$ cat config.mk
export PLATFORM = sky130hd
export DESIGN_NAME = booth_wallace_8x8
export DESIGN_NICKNAME = d
export VERILOG_FILES = /design/src/rtl/booth_wallace_8x8.sv
export SDC_FILE = /design/constraint.sdc
export NUM_CORES = 1
export LEC_CHECK = 0
export CAP_MARGIN = 10
export CORE_ASPECT_RATIO = 0.8
export CORE_MARGIN = 2
export CORE_UTILIZATION = 45
export DETAILED_ROUTE_END_ITERATION = 6
export HOLD_SLACK_MARGIN = 0.12
export PLACE_DENSITY_LB_ADDON = 0.15
export SLEW_MARGIN = 20
export SYNTH_ARGS = -nofsm -noshare
export SYNTH_HDL_FRONTEND = slang
export SYNTH_SLANG_ARGS = --single-unit
export TNS_END_PERCENT = 1
$ cat constraint.sdc
create_clock -name clk -period 1.3 [get_ports clk]
set_clock_uncertainty 0.2 [all_clocks]
set_input_delay 0.325 -clock clk [delete_from_list [all_inputs] [get_ports clk]]
set_output_delay 0.325 -clock clk [all_outputs]
set_load 0.02 [all_outputs]
$ cat src/rtl/booth_wallace_8x8.sv
// Signed 8x8 -> 16-bit multiplier: radix-4 Booth recoding, Wallace carry-save tree, ripple CPA.
// Define BOOTH_WALLACE_PIPE_EN to register the two tree rows ahead of the CPA (latency 2).
module booth_wallace_8x8 (
    input  logic        clk,
    input  logic        rst_n,
    input  logic [7:0]  A,
    input  logic [7:0]  B,
    output logic [15:0] P
);

    // Sum of the -2^(9+2i) terms left over after inverting each partial-product sign bit.
    localparam logic [15:0] SIGN_COMP = 16'h5600;

    logic [8:0]  b_ext;
    logic [9:0]  a_ext;
    logic [3:0]  neg;
    logic [9:0]  pp [4];
    logic [15:0] row [5];
    logic [15:0] l1a_s, l1a_c, l1b_s, l1b_c;
    logic [15:0] l2_s, l2_c;
    logic [15:0] tree_s, tree_c;
    logic [15:0] cpa_a, cpa_b;
    logic [15:0] p_d, p_q;

    // Returns {carry, sum}; carries are pre-shifted and bit 15 carry-out is dropped.
    function automatic logic [31:0] fa_row(input logic [15:0] x, input logic [15:0] y,
                                           input logic [15:0] z);
        logic [15:0] s;
        logic [15:0] m;
        s = x ^ y ^ z;
        m = (x & y) | (x & z) | (y & z);
        return {m[14:0], 1'b0, s};
    endfunction

    function automatic logic [31:0] ha_row(input logic [15:0] x, input logic [15:0] y);
        logic [15:0] s;
        logic [15:0] m;
        s = x ^ y;
        m = x & y;
        return {m[14:0], 1'b0, s};
    endfunction

    always_comb begin : booth_pp
        logic [2:0] trip;
        logic       one;
        logic       two;
        logic [9:0] mag;
        b_ext = {B, 1'b0};
        a_ext = {A[7], A[7], A};
        neg   = '0;
        for (int unsigned i = 0; i < 4; i++) begin
            trip = b_ext[2*i +: 3];
            one  = trip[1] ^ trip[0];
            two  = (trip == 3'b100) || (trip == 3'b011);
            neg[i] = trip[2] & (one | two);
            mag = '0;
            if (one) begin
                mag = a_ext;
            end else if (two) begin
                mag = {a_ext[8:0], 1'b0};
            end
            pp[i] = mag ^ {10{neg[i]}};
        end
    end

    // Each negation's +1 rides in the free low column of the next row; the last one joins the constant.
    always_comb begin : pp_rows
        row[0] = {6'b0, ~pp[0][9], pp[0][8:0]};
        row[1] = {4'b0, ~pp[1][9], pp[1][8:0], 1'b0, neg[0]};
        row[2] = {2'b0, ~pp[2][9], pp[2][8:0], 1'b0, neg[1], 2'b0};
        row[3] = {~pp[3][9], pp[3][8:0], 1'b0, neg[2], 4'b0};
        row[4] = SIGN_COMP | {9'b0, neg[3], 6'b0};
    end

    always_comb begin : wallace
        {l1a_c, l1a_s}   = fa_row(row[0], row[1], row[2]);
        {l1b_c, l1b_s}   = ha_row(row[3], row[4]);
        {l2_c, l2_s}     = fa_row(l1a_s, l1a_c, l1b_s);
        {tree_c, tree_s} = fa_row(l2_s, l2_c, l1b_c);
    end

`ifdef BOOTH_WALLACE_PIPE_EN
    logic [15:0] stage_s_d, stage_s_q;
    logic [15:0] stage_c_d, stage_c_q;

    always_comb begin
        stage_s_d = tree_s;
        stage_c_d = tree_c;
    end

    always_ff @(posedge clk or negedge rst_n) begin
        if (!rst_n) begin
            stage_s_q <= '0;
            stage_c_q <= '0;
        end else begin
            stage_s_q <= stage_s_d;
            stage_c_q <= stage_c_d;
        end
    end

    always_comb begin
        cpa_a = stage_s_q;
        cpa_b = stage_c_q;
    end
`else
    always_comb begin
        cpa_a = tree_s;
        cpa_b = tree_c;
    end
`endif

    always_comb begin : cpa
        logic cy;
        cy  = 1'b0;
        p_d = '0;
        for (int unsigned k = 0; k < 16; k++) begin
            p_d[k] = cpa_a[k] ^ cpa_b[k] ^ cy;
            cy     = (cpa_a[k] & cpa_b[k]) | (cpa_a[k] & cy) | (cpa_b[k] & cy);
        end
    end

    always_ff @(posedge clk or negedge rst_n) begin
        if (!rst_n) begin
            p_q <= '0;
        end else begin
            p_q <= p_d;
        end
    end

    assign P = p_q;

endmodule

# Word level (Yosys, flattened, before mapping)
# Cells that the tools add are included.
# word_totals
reg_bits,16
word_cells,156
inputBits,18
output_inout_bits,16
# classes
mux,8
n_bitwise,137
reduce_logical,3
n_eq_ne,7
# op_table
operator,n
$mux 10,8
$and 15x15->15,5
$or 15x15->15,4
$and 1x1->1,44
$xor 10x10->10,4
$xor 1x1->1,32
$xor 16x16->16,2
$and 14x15->15,2
$or 1x1->1,30
$xor 15x16->16,1
$xor 16x15->16,1
$xor 14x15->15,1
$and 10x14->14,1
$and 12x14->14,1
$or 12x14->14,1
$or 14x14->14,1
$xor 12x14->14,1
$and 10x12->12,1
$xor 10x12->12,1
$eq 3x2->1 const B,3
$eq 3x3->1 const B,3
$not 1->1,4
$logic_or 1x1->1,3
$eq 2x2->1 const B,1

# Longest topological paths before layout
# Gate-level depths: netlist of the first run.
# depth
word_depth,56
ltp_mapped,29
mapped_depth_nobuf,28

# Worst setup path before layout of the first run
# OpenSTA, ideal clock, no wires.
# synth_path
path_type,input to register
from,in B[1]
to,"reg p_q[14], in the netlist P[14]"
n_path_buf,2
setup_slack_ns,-5.680
setup_ns,0.135
required_ns,0.965
arrival_time_ns,6.644
path_stages,26
path_cell_list,buf_6 > clkinv_1 > ha_1 > clkbuf_1 > o21ai_0 > fa_1 > fa_1 > inv_1 > ha_1 > ha_1 > inv_1 > fa_1 > fa_1 > fa_1 > inv_1 > fa_1 > inv_1 > fa_1 > fa_1 > inv_1 > fa_1 > fa_1 > inv_1 > fa_1 > inv_1 > fa_1
# synth_via
elab_chain_len,49
elab_cells_between_ends,101
classes_between,eq/ne (3); mux (4); bitwise (93); reduce/logical (1)
# synth_lines
item,line_no,source
from (decl),7,"input logic [7:0] B,"
$eq 2x2->1,54,two = (trip == 3'b100) || (trip == 3'b011);
$or 1x1->1,55,neg[i] = trip[2] & (one | two);
$and 1x1->1,55,
$xor 10x10->10,62,pp[i] = mag ^ {10{neg[i]}};
"$and 10x12->12, or another cell as far along",31,m = (x & y) | (x & z) | (y & z);
$or 12x14->14 / $xor 12x14->14 (equally long branches),"31, 30",
"$or 14x14->14, or another cell as far along",31,
"$and 14x15->15, or another cell as far along",31,
[... 31 more ...],-,
$and 1x1->1,118,cy = (cpa_a[k] & cpa_b[k]) | (cpa_a[k] & cy) | (cpa_b[k] & cy);
$or 1x1->1 (2 in series),118,
$and 1x1->1,118,
$or 1x1->1 (2 in series),118,
$and 1x1->1,118,
$or 1x1->1 (2 in series),118,
$xor 1x1->1 (*),117,p_d[k] = cpa_a[k] ^ cpa_b[k] ^ cy;
net p_d[14],23,"logic [15:0] p_d, p_q;"
to (signal assigned),126,p_q <= p_d;
to (decl),23,
# The timed path passes the listed nets; every way through them passes the cells marked *.

# Worst setup path after layout of the first run
# layout_path
from,in A[0]
to,"reg p_q[14], in the netlist P[14]"
# layout_via
elab_chain_len,47
elab_cells_between_ends,93
classes_between,mux (8); bitwise (85)
# layout_lines
item,line_no,source
from (decl),6,"input logic [7:0] A,"
"$mux 10, on equally long branches","59, 57",
$mux 10 / $xor 10x10->10 (equally long branches),"57, 62",
"$xor 10x10->10, or another cell as far along",62,
"$and 10x12->12, or another cell as far along",31,
"$or 12x14->14, or another cell as far along",31,
"$or 14x14->14, or another cell as far along",31,
"$xor 14x15->15, or another cell as far along",30,s = x ^ y ^ z;
"$xor 15x16->16, or another cell as far along",30,
[... 32 more ...],-,
$and 1x1->1,118,
$or 1x1->1,118,
$or 1x1->1 (*),118,
$and 1x1->1,118,
$or 1x1->1,118,
$or 1x1->1 (*),118,
$xor 1x1->1 (*),117,
net p_d[14],23,
# Marks and branches as above.

==> out/results.tsv, run 1 <==
metric	value	unit
DR WL/cell	12.6	µm
root buf cell	clkbuf_8	
HP Class	in2async	
Most Frequent Cell on Critical Path	fa_2	
max FFs per register	16	
P&R area growth vs syn	28.8	%
pin count of the biggest net entering global routing	19	
Slew Viols, Final	0	
worst-path fanout max	2	
initial antenna violation count	0	
mux contribution to synthesized area	0.0266	
dpl ws	-5280	ps
I/O pins	34	
Slew @ Worst Pin	356	ps
dominant synthesized flop cell	dfrtp_1	
FFs w/ async S/R, synth	1.00	
CTS clk-pin slew, worst paths	60	ps
RSZ-0062 raised after global routing	true	
adder-cell area share of the yosys netlist	0.322	
YS warnings	0	
largest family of logic cells by synthesized area	adder cells	
row count	24	
Leakage	1.62	nW
Die H	72.5	µm
vias in the first global route	2175	
RePlAce Congestion	0.866	
hold_buf cts	0	
fin nets	441	
post-detail-place hpwl	4770	µm
initial DRC count	80	
gr ovfl total	0	
cell taking the most area after synthesis	fa_1	
Req. time, crit path	1220	ps
Core Area	0.00556	mm²
Synth top area share	0.213	
WHS	202	ps
Max Buffers Root-to-Sink	2	
Synth Area in Simple Gates	0.143	
Crit-path slowest cell	fa_1	
Syn Area/Cell	8.62	µm²
number of port buffers	33	
CP Capture Type	flip-flop	
FF/Latch Area	400	µm²
setup ws final	-4420	ps
Int Pwr	2.28	mW
complex-gate fraction of the synthesized area	0.138	
cells after synthesis	306	
Remaining DRCs	0	
Max Freq	0.175	GHz
period utilisation layout	4.40	
multi-input logic area	0.00197	mm²
failing checks	negative setup slack	
DR vias/cell	4.97	
post-synthesis register bit count	16	
Filler Cell Count	492	
Cell Area, Synth	0.00264	mm²
Cell variety after synth	41	
max-cap viol count	0	
TritonCTS Buffers	3	
GRT Overall Usage	0.193	
run status	complete, but fails checks	
CTS tree	yes	
Max VDD drop	1.09	mV
crit path cell chain	clkdlybuf4s15_1, xor2_2, mux2i_4, fa_1, fa_1, inv_2, ha_4, ha_4, inv_2, fa_2, fa_2, fa_2, inv_2, fa_2, inv_2, fa_2, fa_2, inv_2, fa_2, fa_2, inv_2, fa_2, inv_2, fa_1	
Clk network pwr share	0.104	
antenna cells	0	
Die W	89.6	µm
Top delay family on crit path	adder cells	
Buf/Inv on CP	8	
CP startpoint kind	input port	
sw frac	0.447	
post-route minimum period	5720	ps
Routed Antenna Nets	0	
syn nets	375	
starting density of the core	0.475	
Setup CP Type	in2reg	
crit-path max cell delay	560	ps
DR pass1 iterations	4	
Post-Layout Cell Count	449	
Post-Synth XOR/XNOR Area	0.0698	
Comb power frac	0.703	
DRT Wirelength	5670	µm
Seq/Total Area, Yosys	0.152	
Pwr Density	1210	mW/mm²
CP arrival	5640	ps
via count	2231	
first-pass GRT wire length	9780	µm
fraction of layout cells with a size suffix above 1	0.323	
EDFF count, synth	0	
H-tree Lvls	1	
ranking of synthesized cells by area	fa_1, dfrtp_1, ha_1, inv_1, o21ai_0	
Final Hold Vio Count	0	
Final Setup Violations	15	
DP Cell Count	444	
Max-slew headroom	0.759	
Seq pwr share	0.193	
die area	0.00649	mm²
CP Depth	24	
clock sink count	16	
switching power	1.84	mW
-- cell families (layout without fill, tap and decap cells) --
kind of cell,Yosys count,count (layout)
AOI/OAI and AO/OA,60,60
buffers and inverters,78,143
and+or+nand+nor,73,73
DFF,16,16
muxes,7,7
xor gates and xnor gates,21,21
adders and majority gates,51,51
-- layout by cell type, fill, tap and decap left out, drive strengths merged, types with 2 or more instances in the layout --
cell           synthesis  layout
ha                    23      23
and2                   3       3
o311ai                 4       4
dlygate4sd2            0       3
a21oi                 10      10
fa                    28      28
dfrtp                 16      16
inv                   53      53
nand2                 34      34
and2b                  5       5
xor2                  14      14
mux2i                  7       7
nand2b                 4       4
xnor2                  7       7
nor2                   5       5
nand3b                 7       7
o21ai                 31      31
nor2b                  9       9
clkdlybuf4s50          0       6
a221oi                 4       4
nor3                   2       2
buf                   18      73
clkbuf                 6       6
o31a                   2       2
o31ai                  5       5
-- routing by layer --
metal	routed length, µm	GRT usage
met3	316	0.0250
met5	0	0
met2	2790	0.329
met1	2550	0.271
met4	15	0.0199
-- Yosys cell counts, types with 2 or more instances --
| cell type | number |
|---|---|
| fa_1 | 28 |
| clkbuf_1 | 4 |
| o311ai_0 | 3 |
| nor2_1 | 5 |
| and2b_1 | 4 |
| ha_1 | 23 |
| xnor2_1 | 7 |
| xor2_1 | 14 |
| dfrtp_1 | 16 |
| o31ai_1 | 5 |
| inv_1 | 53 |
| a21oi_1 | 9 |
| o21ai_0 | 30 |
| nor2b_1 | 9 |
| a221oi_1 | 4 |
| nand3b_1 | 7 |
| nand2b_1 | 4 |
| buf_2 | 5 |
| mux2i_1 | 7 |
| nor3_1 | 2 |
| and2_1 | 2 |
| o31a_1 | 2 |
| nand2_1 | 34 |
| buf_6 | 9 |
| buf_4 | 4 |
-- power groups by stage --
stage                     logic, mW  clock network [mW]  registers [mW]
after floorplan                1.74                   0            1.11
after global placement         2.97                   0           0.817
after detailed placement       3.06                   0           0.816
after CTS                      2.91               0.447           0.796
after global routing           3.40               0.467           0.816
final                          2.89               0.429           0.794
-- timing repair --
| item | 4_1_cts | 5_1_grt |
|---|---|---|
| pin swaps | 22 | 20 |
| setup endpoints to repair | 32 | 25 |
| resized for setup | 115 | 13 |
| setup buffers | 1 | 1 |
-- path summary, 6_finish.rpt --
check	startpoint	to	slack [ps]
setup / recovery	A[0]	P[14]	-4420
hold / removal	rst_n	P[14]	200
max in group asynchronous	rst_n	P[7]	580
min in group clk	B[1]	P[1]	440
-- layout make-up --
type / instances / area share
inverters: 54 / 0.0619
clock buffers: 4 / 0.0162
repair buffers: 85 / 0.195
well taps: 78 / 0.0288
flip-flops and latches: 16 / 0.118
multi-input cells: 212 / 0.581
-- per-stage QoR --
step	instance area, µm²	TNS, ps	total power [mW]	util
global route	3390	-39640	4.68	0.611
detailed placement	3340	-52340	3.88	0.602
CTS	3370	-39910	4.15	0.607
global placement	3340	-51260	3.79	0.602
finish	3390	-38080	4.12	0.611
floorplan	2730	-43550	2.85	-
No activity file was read; power rests on OpenSTA's default activity.
==> inputs of run 2 (changes only) <==
- CORE_MARGIN: 2 -> not set
- GPL_ROUTABILITY_DRIVEN: not set -> 0
- TNS_END_PERCENT: 1 -> 30
==> run 2 against run 1 <==
  * The run still ends with negative setup slack left
  * Highest routed layer unchanged
  * Non-clock buffer count down 1
  * Setup slack better by 20 ps
  * Hold slack about the same
==> out/results.tsv, run 2 (synthesized netlist as in run 1, its figures left out) <==
metric	value	unit
Pwr Density	1220	mW/mm²
CTS tree	yes	
CTS clk-pin slew, worst paths	60	ps
CP arrival	5630	ps
Slew @ Worst Pin	394	ps
first-pass GRT wire length	9870	µm
post-detail-place hpwl	4680	µm
vias in the first global route	2188	
number of port buffers	33	
Setup CP Type	in2reg	
I/O pins	34	
P&R area growth vs syn	29.9	%
Filler Cell Count	497	
TritonCTS Buffers	3	
fin nets	440	
initial antenna violation count	0	
via count	2197	
crit-path max cell delay	560	ps
starting density of the core	0.475	
pin count of the biggest net entering global routing	19	
DP Cell Count	442	
HP Class	in2async	
Slew Viols, Final	0	
CP startpoint kind	input port	
gr ovfl total	0	
commonest non-fill, non-tap cell in the layout	buf_4	
Routed Antenna Nets	0	
antenna cells	0	
Final Hold Vio Count	0	
fraction of layout cells with a size suffix above 1	0.338	
initial DRC count	66	
Most Frequent Cell on Critical Path	fa_2	
Max VDD drop	1.01	mV
Leakage	1.62	nW
run status	complete, but fails checks	
Die W	87.6	µm
period utilisation layout	4.39	
die area	0.00617	mm²
Max Freq	0.175	GHz
root buf cell	clkbuf_8	
Die H	70.5	µm
RSZ-0062 raised after global routing	true	
setup ws final	-4410	ps
Crit-path slowest cell	fa_1	
most frequent cells in the layout	buf_4, inv_1, nand2_1	
CP Depth	25	
row count	24	
Top delay family on crit path	adder cells	
GRT Overall Usage	0.206	
hold_buf cts	0	
Max Buffers Root-to-Sink	2	
H-tree Lvls	1	
DR vias/cell	4.90	
Req. time, crit path	1220	ps
Buf/Inv on CP	9	
Core Area	0.00556	mm²
post-route minimum period	5710	ps
Max-slew headroom	0.734	
DR pass1 iterations	4	
max FFs per register	16	
failing checks	negative setup slack	
Final Setup Violations	14	
worst-path fanout max	3	
max-cap viol count	0	
Remaining DRCs	0	
clock sink count	16	
DR WL/cell	12.7	µm
CP Capture Type	flip-flop	
Pwr Total	4.17	mW
Post-Layout Cell Count	448	
DRT Wirelength	5710	µm
-- run 2: cell types whose count changed in the layout (fill, tap and decap cells not counted), moves of 2 or more --
cell / delta
nand2_1: -2
buf_6: +2
nand2_2: +2
buf_4: -3
dlygate4sd2_1: -3
-- run 2: layer usage --
layer,global-route usage,share of wire,vias up
met5,0,0,-
met4,0.0182,0.0025,0
met3,0.0296,0.039,2
met2,0.348,0.49,45
met1,0.290,0.46,1050
li1,-,-,1100
-- run 2: power breakdown --
group          internal [mW]  switching (mW)
logic                   1.28            1.65
registers              0.754          0.0491
clock network          0.269           0.168
-- run 2: final timing paths --
| kind | from | end |
|---|---|---|
| worst max-delay path | B[3] | P[14] |
| max in group asynchronous | rst_n | P[8] |
| min in group clk | A[0] | P[0] |
| worst min-delay path | rst_n | P[9] |
-- run 2: cell type report --
class	instances	area, µm²	area share
multi-input cells	212	2000	0.583
repair buffers	84	664	0.194
flip-flops and latches	16	400	0.117
inverters	54	210	0.0614
well taps	78	97.6	0.0285
clock buffers	4	55.1	0.0161
-- run 2: what timing repair did --
action	4_1_cts	5_1_grt
setup buffers	1	1
pin swaps	22	23
setup endpoints to repair	32	31
gates resized for setup	119	26
-- run 2: through the flow --
step            util  area, µm²  hold slack, ps  setup WS [ps]  TNS [ps]
2_1_floorplan      -       2730            -171          -4830    -43550
3_3_place_gp   0.599       3330             470          -5150    -51280
3_5_place_dp   0.599       3330             469          -5220    -51950
4_1_cts        0.606       3370             196          -4620    -39360
5_1_grt        0.617       3430             203          -4550    -39130
6_report       0.617       3430             202          -4410    -37670
